[src/rtl/psum_feeder.sv]
// psum_feeder: buffers signed words from the MAC array in a small FIFO and
// sequences them into an external sfp accumulator, one group of kij words at
// a time. Each group is cleared, accumulated, optionally relu-clamped and
// then captured.
//
// Ports:
//   clk, reset      sole clock (rising edge), asynchronous active-high reset
//   wr, in          push a bw-bit signed word into the FIFO
//   hold            inhibit pops and accumulate strobes
//   relu_en         emit a relu strobe at the end of each group
//   sfp_out         accumulated result fed back from the sfp
//   full, empty     FIFO occupancy flags
//   overflow        sticky: a write was attempted while full
//   sfp_in, acc     registered data word and accumulate strobe to the sfp
//   relu, sfp_clr   registered relu strobe and clear to the sfp
//   out, out_valid  captured group result and its one-cycle update pulse
module psum_feeder #(
  parameter int bw      = 8,
  parameter int psum_bw = 16,
  parameter int depth   = 8,
  parameter int kij     = 9
) (
  input  logic               clk,
  input  logic               reset,
  input  logic               wr,
  input  logic [bw-1:0]      in,
  input  logic               hold,
  input  logic               relu_en,
  input  logic [psum_bw-1:0] sfp_out,
  output logic               full,
  output logic               empty,
  output logic               overflow,
  output logic [bw-1:0]      sfp_in,
  output logic               acc,
  output logic               relu,
  output logic               sfp_clr,
  output logic [psum_bw-1:0] out,
  output logic               out_valid
);

  localparam int aw = $clog2(depth);
  localparam int cw = $clog2(kij + 1);
  localparam logic [cw-1:0] last_c = cw'(kij - 1);

  typedef enum logic [2:0] {
    st_clr  = 3'd0,
    st_acc  = 3'd1,
    st_relu = 3'd2,
    st_wait = 3'd3,
    st_cap  = 3'd4
  } state_t;

  logic [bw-1:0]      mem_r [depth];
  logic [aw-1:0]      wr_ptr_r;
  logic [aw-1:0]      rd_ptr_r;
  logic [aw:0]        count_r;
  logic [aw:0]        count_next_s;
  logic               full_r;
  logic               empty_r;
  logic               overflow_r;
  logic               push_s;
  logic               take_s;

  state_t             state_r;
  state_t             state_next_s;
  logic [cw-1:0]      cnt_r;
  logic [cw-1:0]      cnt_next_s;
  logic [bw-1:0]      sfp_in_r;
  logic [bw-1:0]      sfp_in_next_s;
  logic               acc_r;
  logic               acc_next_s;
  logic               relu_r;
  logic               relu_next_s;
  logic               clr_r;
  logic               clr_next_s;
  logic [psum_bw-1:0] out_r;
  logic [psum_bw-1:0] out_next_s;
  logic               out_valid_r;
  logic               out_valid_next_s;

  // A write while full is dropped even if a pop frees a slot on the same edge.
  assign push_s = wr & ~full_r;
  // The head word is consumed only while accumulating, not held, and present.
  assign take_s = (state_r == st_acc) & ~empty_r & ~hold;

  // Occupancy after this edge's push and pop.
  always_comb begin
    count_next_s = count_r;
    if (push_s && !take_s) begin
      count_next_s = count_r + (aw+1)'(1);
    end else if (!push_s && take_s) begin
      count_next_s = count_r - (aw+1)'(1);
    end else begin
      count_next_s = count_r;
    end
  end

  // FIFO storage; contents need no reset since the pointers define validity.
  always_ff @(posedge clk) begin
    if (push_s) begin
      mem_r[wr_ptr_r] <= in;
    end
  end

  // FIFO pointers, occupancy, registered flags and sticky overflow.
  always_ff @(posedge clk or posedge reset) begin
    if (reset) begin
      wr_ptr_r   <= aw'(0);
      rd_ptr_r   <= aw'(0);
      count_r    <= (aw+1)'(0);
      full_r     <= 1'b0;
      empty_r    <= 1'b1;
      overflow_r <= 1'b0;
    end else begin
      if (push_s) begin
        wr_ptr_r <= wr_ptr_r + aw'(1);
      end
      if (take_s) begin
        rd_ptr_r <= rd_ptr_r + aw'(1);
      end
      count_r    <= count_next_s;
      full_r     <= (count_next_s == (aw+1)'(depth));
      empty_r    <= (count_next_s == (aw+1)'(0));
      overflow_r <= overflow_r | (wr & full_r);
    end
  end

  // Sequencer state register.
  always_ff @(posedge clk or posedge reset) begin
    if (reset) begin
      state_r <= st_clr;
    end else begin
      state_r <= state_next_s;
    end
  end

  // Sequencer next-state logic.
  always_comb begin
    state_next_s = state_r;
    case (state_r)
      st_clr:  state_next_s = st_acc;
      st_acc: begin
        if (take_s && (cnt_r == last_c)) begin
          state_next_s = st_relu;
        end else begin
          state_next_s = st_acc;
        end
      end
      st_relu: state_next_s = st_wait;
      st_wait: state_next_s = st_cap;
      st_cap:  state_next_s = st_acc;
      default: state_next_s = st_clr;
    endcase
  end

  // Sequencer output logic: next values of the registered strobes and data.
  always_comb begin
    cnt_next_s       = cnt_r;
    sfp_in_next_s    = sfp_in_r;
    acc_next_s       = 1'b0;
    relu_next_s      = 1'b0;
    clr_next_s       = 1'b0;
    out_next_s       = out_r;
    out_valid_next_s = 1'b0;
    case (state_r)
      st_clr: begin
        clr_next_s = 1'b0;
      end
      st_acc: begin
        // Stalls leave sfp_in untouched and acc low so no bubble is summed.
        if (take_s) begin
          sfp_in_next_s = mem_r[rd_ptr_r];
          acc_next_s    = 1'b1;
          cnt_next_s    = cnt_r + cw'(1);
        end else begin
          cnt_next_s    = cnt_r;
        end
      end
      st_relu: begin
        relu_next_s = relu_en;
      end
      st_wait: begin
        relu_next_s = 1'b0;
      end
      st_cap: begin
        // sfp_out already includes the relu applied two edges earlier.
        out_next_s       = sfp_out;
        out_valid_next_s = 1'b1;
        clr_next_s       = 1'b1;
        cnt_next_s       = cw'(0);
      end
      default: begin
        clr_next_s = 1'b1;
        cnt_next_s = cw'(0);
      end
    endcase
  end

  // Registered sequencer outputs and group counter.
  always_ff @(posedge clk or posedge reset) begin
    if (reset) begin
      cnt_r       <= cw'(0);
      sfp_in_r    <= bw'(0);
      acc_r       <= 1'b0;
      relu_r      <= 1'b0;
      clr_r       <= 1'b1;
      out_r       <= psum_bw'(0);
      out_valid_r <= 1'b0;
    end else begin
      cnt_r       <= cnt_next_s;
      sfp_in_r    <= sfp_in_next_s;
      acc_r       <= acc_next_s;
      relu_r      <= relu_next_s;
      clr_r       <= clr_next_s;
      out_r       <= out_next_s;
      out_valid_r <= out_valid_next_s;
    end
  end

  assign full      = full_r;
  assign empty     = empty_r;
  assign overflow  = overflow_r;
  assign sfp_in    = sfp_in_r;
  assign acc       = acc_r;
  assign relu      = relu_r;
  assign sfp_clr   = clr_r;
  assign out       = out_r;
  assign out_valid = out_valid_r;

endmodule

[config.mk]
export PLATFORM = sky130hd
export DESIGN_NAME = psum_feeder
export DESIGN_NICKNAME = d
export VERILOG_FILES = /design/src/rtl/psum_feeder.sv
export SDC_FILE = /design/constraint.sdc
export NUM_CORES = 1
export LEC_CHECK = 0
export BUFFER_PORTS_ARGS = -buffer_cell sky130_fd_sc_hd__buf_2
export CAP_MARGIN = 0
export CORE_ASPECT_RATIO = 0.9
export CORE_MARGIN = 2
export CORE_UTILIZATION = 38
export CTS_BUF_LIST = sky130_fd_sc_hd__clkbuf_8
export CTS_CLUSTER_DIAMETER = 200
export DETAILED_ROUTE_END_ITERATION = 10
export MAX_ROUTING_LAYER = met4
export SYNTH_ARGS = -nofsm -noshare
export SYNTH_HDL_FRONTEND = slang
export SYNTH_SLANG_ARGS = --single-unit
[constraint.sdc]
create_clock -name clk -period 4.8 [get_ports clk]
set_input_delay 0 -clock clk [delete_from_list [all_inputs] [get_ports clk]]
set_output_delay 0 -clock clk [all_outputs]
set_load 0.02 [all_outputs]
==> results of run 1 <==
logic make-up (layout without fill, tap and decap cells):
logic type	Yosys count	count (layout)	synth area share, %
flip-flops	112	112	69.4
AND/OR/NAND/NOR	59	59	7.62
multiplexers	41	41	14.0
AO/OA/AOI/OAI	26	26	4.00
buffers and inverters	20	113	1.86
XOR/XNOR	7	7	1.36
adder cells (fa/ha/maj)	6	6	1.67
sequential cells by signal (all words and copies together) (netlist names):
signal,cells
count_r,4
acc,1
wr_ptr_r,3
empty,1
full,1
rd_ptr_r,3
out,16
out_valid,1
cnt_r,4
sfp_in,8
overflow,1
relu,1
mem_r,64
state_r,3
sfp_clr,1
worst register-to-register path, delay by kind of cell (launching register included):
family,cells,cell delay [ns]
flip-flops,1,0.42
AND/OR/NAND/NOR,3,1.69
routing by layer:
layer / vias up / share of wire (%) / GRT usage [%]
li1: 1203 / - / -
met1: 1244 / 45 / 17.4
met2: 84 / 49 / 23.8
met3: 10 / 5.2 / 3.78
met4: 0 / 1.4 / 4.59
met5: - / 0 / -
final cells by class:
cell class,instances,area [um^2],area share [%]
clock buffer,9,124,2.29
inverter,8,30.0,0.555
tap,156,195,3.61
timing repair buffer,89,588,10.9
clock inverter,7,48.8,0.902
multi-input combinational,139,1300,24.0
sequential,112,3130,57.7
worst max-delay path by stage:
stage                  end        from  depth (start not counted)
6_report       mem_r[1][3]        full                          3
5_1_grt        mem_r[1][3]        full                          3
4_1_cts        mem_r[1][3]        full                          3
3_5_place_dp   mem_r[1][0]        full                          3
3_3_place_gp          full  state_r[2]                          4
2_1_floorplan  mem_r[0][0]        full                          3
synth_stat cells, types with 2 or more instances:
| cell type | instances |
|---|---|
| nand2_1 | 18 |
| ha_1 | 6 |
| dfstp_2 | 2 |
| buf_2 | 4 |
| xnor2_1 | 6 |
| mux2_2 | 17 |
| or3_1 | 3 |
| o21ai_0 | 9 |
| buf_1 | 2 |
| nor2b_1 | 2 |
| nor3_1 | 7 |
| dfrtp_1 | 46 |
| inv_1 | 8 |
| o31ai_1 | 2 |
| nor2_1 | 9 |
| o211ai_1 | 2 |
| edfxtp_1 | 64 |
| nand2b_1 | 3 |
| a221oi_1 | 2 |
| clkbuf_1 | 5 |
| nand3_1 | 3 |
| nor4_1 | 2 |
| o21a_1 | 2 |
| mux4_2 | 16 |
| mux2i_1 | 8 |
stage by stage:
stage / instance area, um^2 / hold WS [ns]
floorplan: 4500 / 0.0989
finish: 5410 / 0.0896
global route: 5410 / 0.0728
CTS: 5410 / 0.0570
detailed placement: 4970 / 0.237
global placement: 4970 / 0.235
power breakdown:
group / leakage (nW) / total (W) / internal (W) / switching, W
Clock: 0.0847 / 0.000494 / 0.000189 / 0.000305
Sequential: 1.15 / 0.00147 / 0.00127 / 0.000199
Combinational: 0.848 / 0.00101 / 0.000469 / 0.000539
Total: 2.09 / 0.00297 / 0.00193 / 0.00104
==> impl_metrics.env, run 1 <==
export IMPL_status="complete, no violations"
export IMPL_rsz0062_at_grt="no"
export IMPL_ir_drop_mv=0.244
export IMPL_hold_buffers=27
export IMPL_cp_num_buf_inv=0
export IMPL_synth_area_leader_cell="edfxtp_1"
export IMPL_syn_num_nets=306
export IMPL_area_growth_pct=20.3
export IMPL_syn_cell_area_um2=4500
export IMPL_grt_pass1_wl_mm=13.3
export IMPL_fillCellCount=1024
export IMPL_path_delay_family="simple AND/OR/NAND/NOR gates"
export IMPL_drt_vias_per_instance=4.89
export IMPL_ctsResizeCount=0
export IMPL_required_ns=4.78
export IMPL_grt_pass1_vias=2569
export IMPL_power_density_nw_per_um2=549
export IMPL_r2r_start="full"
export IMPL_die_h_um=107
export IMPL_path_clk_slew_ns=0.10
export IMPL_crit_arrival_ns=2.48
export IMPL_synth_top_area_share_pct=42.7
export IMPL_hold_path_class="input port to register"
export IMPL_timing_final_crit_share_pct=52.0
export IMPL_pre_cts_slack_ns=2.31
export IMPL_worstSkewPairLatency_ns=0.37
export IMPL_antenna_found_initial=0
export IMPL_end_kind="register"
export IMPL_whs_endpoint="count_r[1]"
export IMPL_slew_headroom_pct=14.6
export IMPL_rows=37
export IMPL_leakagePower_nw=2.09
export IMPL_finalSetupViolCount=0
export IMPL_ys_types=48
export IMPL_clockRootBuffer="clkbuf_8"
export IMPL_final_cell_mix="64 x edfxtp_1, 59 x buf_2, 46 x dfrtp_1"
export IMPL_final_common_cell="edfxtp_1"
export IMPL_cts_sinks=112
export IMPL_drcViolationCount=0
export IMPL_hold_viol=0
export IMPL_drive_gt1_share_pct=33.5
export IMPL_slowest_stage="nor3_1"
export IMPL_antenna_left=0
export IMPL_core_area_um2=11500
export IMPL_place_gp_congestion=0.869
export IMPL_synth_cells=271
export IMPL_antenna_cells=0
export IMPL_port_buffers=59
export IMPL_drv_cap=0
export IMPL_synth_edf_count=64
export IMPL_synth_async_sr_flop_share_pct=42.9
export IMPL_nets=394
export IMPL_setup_tns_ns=0
export IMPL_dpl_cell_count=477
export IMPL_worst_setup_path_start_kind="register"
export IMPL_post_dp_hpwl_mm=5.20
export IMPL_drt_iter0_drc=160
export IMPL_post_cts_buffers=0
export IMPL_total_power_w=0.00297
export IMPL_start_util_pct=39.2
export IMPL_stdcell_count=520
export IMPL_r2r_slack_ns=2.30
export IMPL_crit_fanout=8
export IMPL_cts_tree="yes"
export IMPL_utilization_pct=47.1
export IMPL_globalRouteOverflowTotal=0
export IMPL_die_area_um2=12700
export IMPL_grt_max_degree=49
export IMPL_numCtsBuffers=9
export IMPL_ys_seq_elements=112
export IMPL_finalWorstSetupSlack_ns=2.30
export IMPL_grt_use_total_pct=14.4
export IMPL_worstSetupPathType="register to register"
export IMPL_synth_avg_cell_area_um2=16.6
export IMPL_reg2reg_depth=3
export IMPL_hold_path_depth=4
export IMPL_finClkSkew_ns=0.0103
export IMPL_worst_path_largest_cell_delay_ns=0.99
export IMPL_path_cells="nor2b_1, nand2_1, nor3_1"
export IMPL_reg2reg_to="mem_r[1][3]"
export IMPL_min_period_ns=2.50
export IMPL_hp_start="hold"
export IMPL_cts_max_path_buffers=2
export IMPL_htreeDepth=3
export IMPL_maxSlewViolCount=0
export IMPL_worstMarginPinSlew_ns=1.28
export IMPL_vias=2541
export IMPL_firstDrtPassIters=4
export IMPL_wl_per_cell_um=15.9
export IMPL_synthTopCellsByArea="edfxtp_1 43%, dfrtp_1 26%, mux4_2 8.0%"
export IMPL_wirelength_mm=8.25
export IMPL_max_freq_ghz=0.401
export IMPL_die_x_um=119
export IMPL_yosys_warnings=0
export IMPL_io_pins=60
export IMPL_seq_area_frac_synth_pct=69.4
export IMPL_dominantRegCellSynth="edfxtp_1"
Power figures use the tool's default switching activity.
==> run 2, diff against run 1 <==
==> constraint.sdc (replaced) <==
create_clock -name clk -period 2.03 [get_ports clk]
set_input_delay 0 -clock clk [delete_from_list [all_inputs] [get_ports clk]]
set_output_delay 0 -clock clk [all_outputs]
set_load 0.02 [all_outputs]
==> impl_metrics.env, run 2 (synthesis gave the netlist of run 1 again) <==
export IMPL_status="complete, no violations"
export IMPL_crit_arrival_ns=2.24
export IMPL_post_dp_hpwl_mm=5.41
export IMPL_grt_pass1_vias=2578
export IMPL_ir_drop_mv=0.536
export IMPL_worstSkewPairLatency_ns=0.37
export IMPL_die_h_um=107
export IMPL_antenna_cells=0
export IMPL_dpl_cell_count=495
export IMPL_cts_sinks=112
export IMPL_finClkSkew_ns=0.0105
export IMPL_pre_cts_slack_ns=0.00189
export IMPL_setup_tns_ns=0
export IMPL_clockRootBuffer="clkbuf_8"
export IMPL_cts_max_path_buffers=2
export IMPL_wl_per_cell_um=16.2
export IMPL_finalWorstSetupSlack_ns=0.0656
export IMPL_required_ns=2.30
export IMPL_path_clk_slew_ns=0.10
export IMPL_reg2reg_to="full"
export IMPL_worst_setup_path_start_kind="register"
export IMPL_antenna_left=0
export IMPL_reg2reg_depth=4
export IMPL_rsz0062_at_grt="yes"
export IMPL_antenna_found_initial=0
export IMPL_finalSetupViolCount=0
export IMPL_nets=413
export IMPL_area_growth_pct=25.3
export IMPL_drt_iter0_drc=166
export IMPL_globalRouteOverflowTotal=0
export IMPL_r2r_slack_ns=0.07
export IMPL_maxSlewViolCount=0
export IMPL_cts_tree="yes"
export IMPL_grt_max_degree=21
export IMPL_vias=2609
export IMPL_max_freq_ghz=0.509
export IMPL_hold_path_depth=3
export IMPL_largest_reg_flops=64
export IMPL_min_period_ns=1.96
export IMPL_power_density_nw_per_um2=1330
export IMPL_die_area_um2=12700
export IMPL_top_register="mem_r"
export IMPL_hold_viol=0
export IMPL_final_common_cell="edfxtp_1"
export IMPL_worstSetupPathType="register to register"
export IMPL_end_kind="register"
export IMPL_drt_vias_per_instance=4.84
export IMPL_hold_ws_ns=0.112
export IMPL_slew_headroom_pct=45.7
export IMPL_core_area_um2=11500
export IMPL_numCtsBuffers=9
export IMPL_place_gp_congestion=0.883
export IMPL_wirelength_mm=8.75
export IMPL_endpoint="full"
export IMPL_rows=37
export IMPL_stdcell_count=539
export IMPL_timing_final_crit_share_pct=96.8
export IMPL_r2r_start="state_r[1]"
export IMPL_crit_fanout=6
export IMPL_hold_path_class="input port to register"
export IMPL_firstDrtPassIters=6
export IMPL_grt_use_total_pct=15.0
export IMPL_drcViolationCount=0
export IMPL_grt_pass1_wl_mm=14.1
export IMPL_start_util_pct=39.2
export IMPL_worstMarginPinSlew_ns=0.814
export IMPL_port_buffers=59
export IMPL_htreeDepth=3
export IMPL_io_pins=60
export IMPL_leakagePower_nw=2.23
export IMPL_crit_start="state_r[1]"
export IMPL_drive_gt1_share_pct=37.9
export IMPL_die_x_um=119
export IMPL_final_cell_mix="64 x edfxtp_1, 59 x buf_2, 45 x dfrtp_1"
export IMPL_drv_cap=0
-- run 2: cell types whose count changed in the layout (fill, tap and decap cells not counted), moves of 2 or more --
cell	change
a221oi_1	-2
bufinv_16	+2
buf_4	+18
a221oi_2	+2
clkinv_2	+3
clkinv_4	-2
clkinvlp_4	-2
-- run 2: layout make-up --
class	instances	area, um^2
Inverter	8	30.0
Tap cell	156	195
Clock buffer	9	124
Clock inverter	7	87.6
Sequential cell	112	3130
Fill cell	989	5840
Multi-Input combinational cell	139	1330
Timing Repair Buffer	108	743
-- run 2: worst min path at each step --
stage                from          end
detailed placement  reset       out[4]
global placement    reset       out[4]
CTS                  hold   count_r[1]
floorplan           in[0]  mem_r[0][0]
finish               hold   state_r[1]
global route         hold   state_r[1]
-- run 2: where the power goes --
group          total [W]  internal [W]  switching, W  leakage (nW)
logic            0.00265       0.00128       0.00137         0.965
clock network    0.00141      0.000689      0.000719         0.115
registers        0.00346       0.00300      0.000460          1.15
-- run 2: per-layer routing --
metal	routed length [um]	global-route usage (%)	part of all wire, %
met1	4060	18.8	46
met2	4190	24.2	48
met3	390	3.99	4.5
met4	113	4.34	1.3
met5	0	-	0
-- run 2: worst max-delay path, cell delays in order (launching register included) --
cell       delay [ns]
dfrtp_2          0.47
or4b_4           0.62
o211ai_1         0.29
a221oi_2         0.14
a2111oi_2        0.34
-- run 2: per-stage QoR --
step | instance area [um^2] | util, % | power [W]
after global placement | 5120 | 44.6 | 0.00602
after detailed placement | 5120 | 44.6 | 0.00606
after CTS | 5600 | 48.8 | 0.00752
after floorplan | 4510 | - | 0.00521
final | 5640 | 49.1 | 0.00752
after global routing | 5640 | 49.1 | 0.00799
-- run 2: what timing repair did --
item	in CTS	in global routing
endpoints found under the setup margin	0	4
buffers inserted	0	1
resized for setup	0	5
hold buffers	27	0
hold endpoints to repair	113	0
==> run 3, diff against run 2 <==
--- a/config.mk
+++ b/config.mk
@@ -13,7 +13,6 @@
 export CTS_BUF_LIST = sky130_fd_sc_hd__clkbuf_8
 export CTS_CLUSTER_DIAMETER = 200
 export DETAILED_ROUTE_END_ITERATION = 10
-export MAX_ROUTING_LAYER = met4
 export SYNTH_ARGS = -nofsm -noshare
 export SYNTH_HDL_FRONTEND = slang
 export SYNTH_SLANG_ARGS = --single-unit
==> impl_metrics.env, run 3 (synthesis gave the netlist of run 1 again) <==
export IMPL_grt_pass1_vias=2581
export IMPL_place_gp_congestion=0.869
export IMPL_net_switching_power_w=0.00255
export IMPL_r2r_start="state_r[1]"
export IMPL_top_register="mem_r"
export IMPL_grt_pass1_wl_mm=14.1
export IMPL_antenna_cells=0
export IMPL_setup_tns_ns=0
export IMPL_worstMarginPinSlew_ns=0.814
export IMPL_port_buffers=59
export IMPL_status="complete, no violations"
export IMPL_maxSlewViolCount=0
export IMPL_p_int_w=0.00497
export IMPL_hp_start="hold"
export IMPL_fillCellCount=989
export IMPL_drcViolationCount=0
export IMPL_numCtsBuffers=9
export IMPL_rows=37
export IMPL_drt_vias_per_instance=4.83
export IMPL_switching_share_pct=33.9
export IMPL_finClkSkew_ns=0.0111
export IMPL_leakagePower_nw=2.23
export IMPL_grt_max_degree=21
export IMPL_crit_arrival_ns=2.22
export IMPL_timing_final_crit_share_pct=95.9
export IMPL_core_area_um2=11500
export IMPL_area_growth_pct=25.3
export IMPL_routed_wl_met2_mm=4.21
export IMPL_place_area_um2=5120
export IMPL_required_ns=2.30
export IMPL_top_layer="met4"
export IMPL_fin_area_um2=5640
export IMPL_finalSetupViolCount=0
export IMPL_crit_start="state_r[1]"
export IMPL_wirelength_mm=8.75
export IMPL_start_util_pct=39.2
export IMPL_hold_path_class="input port to register"
export IMPL_vias=2603
export IMPL_largest_reg_flops=64
export IMPL_grt_use_total_pct=14.6
export IMPL_power_frac_clock_pct=18.7
export IMPL_worst_setup_path_start_kind="register"
export IMPL_cts_tree="yes"
export IMPL_final_cell_mix="64 x edfxtp_1, 59 x buf_2, 45 x dfrtp_1"
export IMPL_utilization_pct=49.1
export IMPL_final_common_cell="edfxtp_1"
export IMPL_min_period_ns=1.95
export IMPL_cts_sinks=112
export IMPL_dr_wl_met3_um=377
export IMPL_die_x_um=119
export IMPL_io_pins=60
export IMPL_met1Wirelength_mm=4.05
export IMPL_drv_cap=0
export IMPL_rsz0062_at_grt="yes"
export IMPL_die_h_um=107
export IMPL_drive_gt1_share_pct=37.9
export IMPL_path_clk_slew_ns=0.10
export IMPL_post_dp_hpwl_mm=5.41
export IMPL_wl_per_cell_um=16.2
export IMPL_globalRouteOverflowTotal=0
export IMPL_antenna_left=0
export IMPL_antenna_found_initial=0
export IMPL_hold_viol=0
export IMPL_clockRootBuffer="clkbuf_8"
export IMPL_worstSetupPathType="register to register"
export IMPL_drt_iter0_drc=164
export IMPL_crit_fanout=6
export IMPL_dpl_cell_count=495
export IMPL_cts_max_path_buffers=2
export IMPL_ir_drop_mv=0.536
export IMPL_firstDrtPassIters=4
export IMPL_slew_headroom_pct=45.7
export IMPL_power_frac_comb_pct=35.2
export IMPL_die_area_um2=12700
export IMPL_nets=413
export IMPL_max_freq_ghz=0.514
export IMPL_seqPwrFrac_pct=46.0
export IMPL_worstSkewPairLatency_ns=0.37
export IMPL_end_kind="register"
export IMPL_htreeDepth=3
export IMPL_power_density_nw_per_um2=1330
export IMPL_stdcell_count=539
-- run 3: cell counts in the layout (fill, tap and decap cells not counted) --
Identical to the previous run, type by type.
-- run 3: area by class of cell --
| cell class | instances | area (um^2) | area share [%] |
|---|---|---|---|
| inverter | 8 | 30.0 | 0.533 |
| clock buffer | 9 | 124 | 2.20 |
| sequential | 112 | 3130 | 55.4 |
| multi-input combinational | 139 | 1330 | 23.6 |
| timing repair buffer | 108 | 743 | 13.2 |
| tap | 156 | 195 | 3.46 |
| clock inverter | 7 | 87.6 | 1.55 |
-- run 3: power by group through the flow --
stage          combinational, W  clock (W)  sequential [W]
5_1_grt                 0.00291    0.00155         0.00354
2_1_floorplan           0.00163          0         0.00359
3_3_place_gp            0.00253          0         0.00349
4_1_cts                 0.00260    0.00146         0.00346
3_5_place_dp            0.00256          0         0.00351
6_report                0.00265    0.00141         0.00346
-- run 3: what timing repair did --
action                     4_1_cts  5_1_grt
setup endpoints to repair        0        4
hold buffers                    27        0
gates resized for setup          0        5
setup buffers                    0        1
hold endpoints to repair       113        0
-- run 3: layer usage --
metal,vias to the layer above,track usage [%]
met5,-,0
met4,0,4.34
met3,11,3.99
met2,67,24.2
met1,1287,18.8
li1,1238,-
-- run 3: worst max-delay path: stages, from the launching register on --
cell,delay (ns)
dfrtp_2,0.47
or4b_4,0.62
o211ai_1,0.27
a221oi_2,0.13
a2111oi_2,0.34
-- run 3: worst paths after layout --
| check | slack [ns] | endpoint | cells after the start |
|---|---|---|---|
| min in group asynchronous | 0.15 | sfp_in[6] | 3 |
| worst min-delay path | 0.11 | state_r[1] | 3 |
| max in group asynchronous | 1.23 | sfp_clr | 4 |
| worst max register to register | 0.08 | full | 4 |
| worst min register to register | 0.47 | overflow | 1 |
| worst max-delay path | 0.08 | full | 4 |
-- run 3: through the flow --
step	setup WS [ns]	hold WS (ns)	power [W]
after global routing	-0.00625	0.115	0.00799
after CTS	0.00700	0.0687	0.00752
after floorplan	0.120	0.0989	0.00521
after detailed placement	0.00189	0.00332	0.00606
final	0.0828	0.110	0.00752
after global placement	0.115	0.0106	0.00602
